===== src/rtl/word_serializer.sv =====
// Breaks a 32-bit word into 1..4 bytes on a valid/ready byte stream.
// Loading a new word in the same cycle the last byte leaves gives gap-free streaming.
module word_serializer #(
  parameter bit LSB_FIRST = 1'b0
) (
  input  logic        clk,
  input  logic        reset,
  input  logic        in_valid,
  input  logic [31:0] in_data,
  input  logic [2:0]  in_len,
  output logic        in_ready,
  output logic        out_valid,
  output logic [7:0]  out_data,
  output logic        out_last,
  input  logic        out_ready,
  output logic        busy,
  output logic [15:0] word_count
);

  // Handshake: a transfer happens on a rising edge when valid && ready on that
  // side; valid never waits for ready, and data/last hold while valid && !ready.
  typedef enum logic {IDLE, SEND} state_t;

  state_t      state;
  logic [31:0] word_q;
  logic [2:0]  len_q;
  logic [1:0]  idx_q;
  logic [15:0] count_q;

  logic        in_xfer;
  logic        out_xfer;
  logic [2:0]  eff_len;
  logic [1:0]  byte_sel;
  logic [7:0]  cur_byte;

  // Lengths outside 1..4 mean a full word.
  assign eff_len = (in_len == 3'd0 || in_len > 3'd4) ? 3'd4 : in_len;

  assign busy      = (state == SEND);
  assign out_valid = busy;
  assign out_last  = busy && ({1'b0, idx_q} == (len_q - 3'd1));
  assign in_ready  = !busy || (out_ready && out_last);
  assign in_xfer   = in_valid && in_ready;
  assign out_xfer  = out_valid && out_ready;

  always_comb begin
    byte_sel = LSB_FIRST ? idx_q : (2'd3 - idx_q);
    cur_byte = word_q[{byte_sel, 3'b000} +: 8];
  end

  assign out_data   = busy ? cur_byte : 8'h00;
  assign word_count = count_q;

  always_ff @(posedge clk) begin
    if (reset) begin
      state   <= IDLE;
      word_q  <= 32'h0;
      len_q   <= 3'd0;
      idx_q   <= 2'd0;
      count_q <= 16'h0;
    end else begin
      case (state)
        IDLE: begin
          if (in_xfer) begin
            word_q <= in_data;
            len_q  <= eff_len;
            idx_q  <= 2'd0;
            state  <= SEND;
          end
        end
        SEND: begin
          if (out_xfer) begin
            if (out_last) begin
              count_q <= count_q + 16'd1;
              // A coinciding input transfer reloads without leaving SEND.
              if (in_xfer) begin
                word_q <= in_data;
                len_q  <= eff_len;
                idx_q  <= 2'd0;
              end else begin
                state <= IDLE;
              end
            end else begin
              idx_q <= idx_q + 2'd1;
            end
          end
        end
        default: state <= IDLE;
      endcase
    end
  end

endmodule

===== config.mk =====
export PLATFORM = sky130hd
export DESIGN_NAME = word_serializer
export DESIGN_NICKNAME = d
export VERILOG_FILES = /design/src/rtl/word_serializer.sv
export SDC_FILE = /design/constraint.sdc
export NUM_CORES = 1
export LEC_CHECK = 0
export CORE_ASPECT_RATIO = 1.25
export CORE_MARGIN = 2
export CORE_UTILIZATION = 43
export DETAILED_ROUTE_END_ITERATION = 8
export HOLD_SLACK_MARGIN = 0.06
export PLACE_DENSITY = 0.77
export SLEW_MARGIN = 20
export SYNTH_ARGS = -nofsm -noshare
export SYNTH_HDL_FRONTEND = slang
export SYNTH_SLANG_ARGS = --single-unit

===== constraint.sdc =====
create_clock -name clk -period 2.3 [get_ports clk]
set_input_delay 0.46 -clock clk [delete_from_list [all_inputs] [get_ports clk]]
set_output_delay 0.46 -clock clk [all_outputs]
set_load 0.01 [all_outputs]

[After elaboration in Yosys (flattened, before gate mapping)]
Cells that the tools add are included.
Word-level totals
  register bits after elaboration: 54
  output and inout bits: 28
Cells by class
  shift operators: 1
  eq/ne operators: 3
  $add $sub $neg: 4
  muxes and demuxes: 18
  reductions and logical operators: 10
  order comparisons: 1
  bitwise operators: 1
Operator list (number)
  $mux 32: 3
  $pmux 32 s2: 1
  $shiftx 32x6->8: 1
  $add 16x1->16 const B: 1
  $mux 3: 4
  $mux 8: 1
  $mux 2: 3
  $pmux 3 s2: 1
  $logic_and 1x1->1: 4
  $pmux 2 s2: 1
  $eq 2x3->1: 1
  $gt 3x3->1 const B: 1
  $logic_not 3->1: 1
  $mux 1: 3
  $reduce_and 3->1: 1
  $sub 3x1->3 const B: 1
  $add 2x1->2 const B: 1
  $logic_or 1x1->1: 2
  $ne 2x1->1 const B: 1
  $ne 2x2->1 const B: 1
  $pmux 1 s2: 1
  $reduce_and 2->1: 1
  $sub 2x2->2 const A: 1
  $logic_not 1->1: 1
  $not 1->1: 1

[Depth between registers and ports, before layout]
  word-level depth: 10
  mapped depth: 8

[Least setup slack after synthesis]
Ideal clock, no wire load.
  path type: reg-to-reg
  start: register len_q[0]
  end: register count_q[12], in the netlist word_count[12]
  data arrival time: 2185 ps
  period minus slack after synthesis: 2255 ps
  cell stages (with the launch flop): 8
  setup slack: 45 ps
  library setup time: 70 ps
  cells stage by stage: dfxtp_1 > inv_1 > ha_1 > xnor2_1 > or4_4 > buf_6 > or4_1 > a21oi_1
On the way
  word-level cells in the longest chain between the ends: 4
RTL lines
  from (decl): line 26  | logic [2:0] len_q;
  from (signal assigned): line 66  | len_q <= eff_len;
  from (signal assigned): line 78  | len_q <= eff_len;
  $sub 3x1->3: line 41  | assign out_last = busy && ({1'b0, idx_q} == (len_q - 3'd1));
  $eq 2x3->1: line 41
  $logic_and 1x1->1: line 41
  $reduce_and 3->1 (no source line)
  to (signal assigned): line 74  | count_q <= count_q + 16'd1;
  to (decl): line 28  | logic [15:0] count_q;
No other way between the ends.
A chain may end at the register's enable or synchronous reset.

[Final worst setup path]
  start: register idx_q[1]
  end: output port out_data[5]
On the way
  word-level cells in the longest chain between the ends: 3
RTL lines
  from (decl): line 27  | logic [1:0] idx_q;
  from (signal assigned): line 84  | idx_q <= idx_q + 2'd1;
  $sub 2x2->2: line 47  | byte_sel = LSB_FIRST ? idx_q : (2'd3 - idx_q);
  $shiftx 32x6->8: line 48  | cur_byte = word_q[{byte_sel, 3'b000} +: 8];
  $mux 8: line 51  | assign out_data = busy ? cur_byte : 8'h00;
  to (decl): line 13  | output logic [7:0] out_data,
No other way between the ends.

==> metrics.md <==
| Metric | Value |
|---|---|
| Status | `completed` |
| Crit. End Element | `output pin` |
| Worst hold path class | `reg2reg` |
| Global-route wire length before repair | `10000 um` |
| WL/cell | `13.4 um` |
| Hpwl dp | `4130 um` |
| Global route overflow | `0` |
| Max Cap Viol | `0` |
| Post-synthesis cell type count | `36` |
| Maximum fanout along the worst path | `4` |
| Final Hold Viols | `0` |
| Vias after detailed routing | `2343` |
| N_diodes | `0` |
| Initial antenna violation count | `0` |
| Final setup viols | `0` |
| DRT Pass-1 Iters | `4` |
| Die Ht | `88.8 um` |
| DRT iter0 DRCs | `123` |
| DRC violations left | `0` |
| Avg Cell Area, Syn | `8.34 um2` |
| Vias in the first global route | `2278` |
| Die area | `6380 um2` |
| Power Density | `552 nW/um2` |
| Maximum number of pins on one net before global-route repair | `45` |
| Setup TNS | `0 ps` |
| Clock transition at path regs | `90 ps` |
| Filler cells | `476` |
| Area delta synth->final | `39.1%` |
| Startpoint Class | `flop` |
| Synth warn | `0` |
| Max-slew violations | `0` |
| Final wirelength | `5800 um` |
| Synth Cell Area | `2480 um2` |
| Setup repair bufs after CTS | `0` |
| Max-slew headroom | `0.468` |
| Final min period | `2230 ps` |
| Least-Margin Pin Slew | `798 ps` |
| Synthesized flop and latch total | `54` |
| H-tree depth | `2` |
| Die width | `71.9 um` |
| Clock Root Buffer | `clkbuf_8` |
| Later-pin clock latency in the skew report | `310 ps` |
| Gpl congestion | `0.780` |
| Sequential-to-total area share from yosys stat | `0.437` |
| Cells after synthesis | `297` |
| Worst EP required | `1840 ps` |
| Initial core utilization | `0.452` |
| FMAX | `0.448 GHz` |
| Worst Path Arrival | `1770 ps` |
| CTS buffer count | `5` |
| # nets final | `411` |
| WS Path Type | `reg2out` |
| Final ANT Viol Nets | `0` |
| Placed cell count | `426` |
| Peak supply drop | `309 uV` |
| CORE AREA | `5480 um2` |
| CTS Buffer Depth | `2` |
| Final clock skew | `5.66 ps` |
| GR Util All Layers | `0.199` |
| I/O Pins | `67` |
| Layout cell share with drive strength beyond 1 | `0.127` |
| Port Buffers | `66` |
| CTS tree | `done` |
| Leakage power | `0.00125 uW` |
| Vias/cell | `5.40` |
| CTS sink count | `54` |
| Final Cycle Share | `0.970` |
| Non-Filler Instances | `434` |
| Synthesized net count | `339` |
| Row Count | `30` |
[cell families after synthesis]
family	Yosys count	synth area share
buffers and inverters	30	0.0500
xor gates and xnor gates	8	0.0283
AOI/OAI and AO/OA	69	0.157
and+or+nand+nor	124	0.236
adders and majority gates	3	0.0152
DFF	54	0.437
muxes	9	0.0768
[final timing paths]
path              startpoint             to  slack, ps  cells after the start
setup / recovery    idx_q[1]    out_data[5]         70                      4
setup reg to reg    len_q[0]  word_count[9]        120                      6
hold reg to reg   word_q[12]     word_q[12]        460                      2
hold / removal    word_q[12]     word_q[12]        460                      2
[worst max-delay path: stages (launching register included)]
cell and delay, ps:
dfxtp_4 400, buf_6 130, mux4_2 480, and2_1 170
dlygate4sd2_1 280
[area by class of cell]
type	instances	area (um2)	share of cell area
well taps	64	80.1	0.0232
clock inverters	2	37.5	0.0109
inverters	8	30.0	0.00872
multi-input cells	213	1320	0.382
repair buffers	87	823	0.239
clock buffers	6	72.6	0.0211
flip-flops and latches	54	1090	0.315
[flip-flops by register name, summed over array words and instances, names as in the netlist]
| signal | flops |
|---|---|
| idx_q | 2 |
| word_q | 32 |
| word_count | 16 |
| len_q | 3 |
| busy | 1 |
[power breakdown]
part,switching [uW],total (uW),internal [uW]
combinational,123,272,149
sequential,22.2,993,971
clock,311,636,325
total,457,1900,1450
[cells in the final DEF, fill, tap and decap left out, drive strengths merged]
cell and n:
nand4 3, and3 2, nor3 1, nor2 5, clkdlybuf4s15 2, ha 3
a41o 1, nor2b 1, a21oi 49, nor4 1, o22a 1, clkdlybuf4s50 55
xor2 3, inv 8, nand3 9, or3 6, clkbuf 6, nand2 74
o31ai 7, or4 9, o2111ai 1, dlygate4sd2 8, and4 1, o41ai 1
nand3b 1, a211o 1, o21ai 6, and2 10, dfxtp 54, a41oi 1
xnor2 5, a211oi 1, clkinvlp 1, mux4 8, buf 22, or2 1
mux2i 1, bufinv 1
[cell usage after synthesis]
cell	number	area [um2]
a41oi_1	1	8.76
and4_1	1	8.76
buf_1	3	11.3
nor4_1	1	6.26
nor2_1	5	18.8
or2_2	1	6.26
dfxtp_1	54	1080
inv_1	8	30.0
mux4_2	8	180
nor3_1	1	5.00
clkbuf_1	17	63.8
o31ai_1	7	52.6
o22a_1	1	8.76
nand4_1	3	18.8
or4_4	1	11.3
buf_6	1	11.3
ha_1	3	37.5
mux2i_1	1	10.0
or3_1	6	37.5
nand2_1	74	278
a211oi_1	1	7.51
xnor2_1	5	43.8
nor2b_1	1	6.26
a41o_1	1	10.0
nand3_1	9	45.0
o41ai_1	1	8.76
and3_1	2	12.5
and2_1	10	62.6
a211o_1	1	8.76
xor2_1	3	26.3
buf_4	1	7.51
nand3b_1	1	7.51
o21ai_0	6	30.0
or4_1	8	60.1
o2111ai_1	1	8.76
a21oi_1	49	245
[routing by layer]
metal / wire length (um) / part of all wire / track usage
met5: 0 / 0 / 0
met3: 299 / 0.052 / 0.0433
met4: 82 / 0.014 / 0.0652
met2: 3040 / 0.52 / 0.367
met1: 2380 / 0.41 / 0.228
[metrics by stage]
stage | cell area, um2 | setup slack (ps) | hold slack (ps) | utilization | power (uW)
floorplan | 2480 | 45.0 | 432 | - | 1150
global placement | 3300 | -42.8 | 440 | 0.601 | 1280
detailed placement | 3300 | -87.2 | 445 | 0.601 | 1280
CTS | 3410 | 24.9 | 459 | 0.623 | 1910
global route | 3440 | -11.9 | 471 | 0.629 | 1990
finish | 3440 | 70.1 | 458 | 0.629 | 1900
[timing repair]
item,4_1_cts,5_1_grt
hold buffers,0,0
endpoints found under the setup margin,16,15
pin swaps,2,2
gates resized for setup,16,6
No activity file was read; power rests on OpenSTA's default activity.
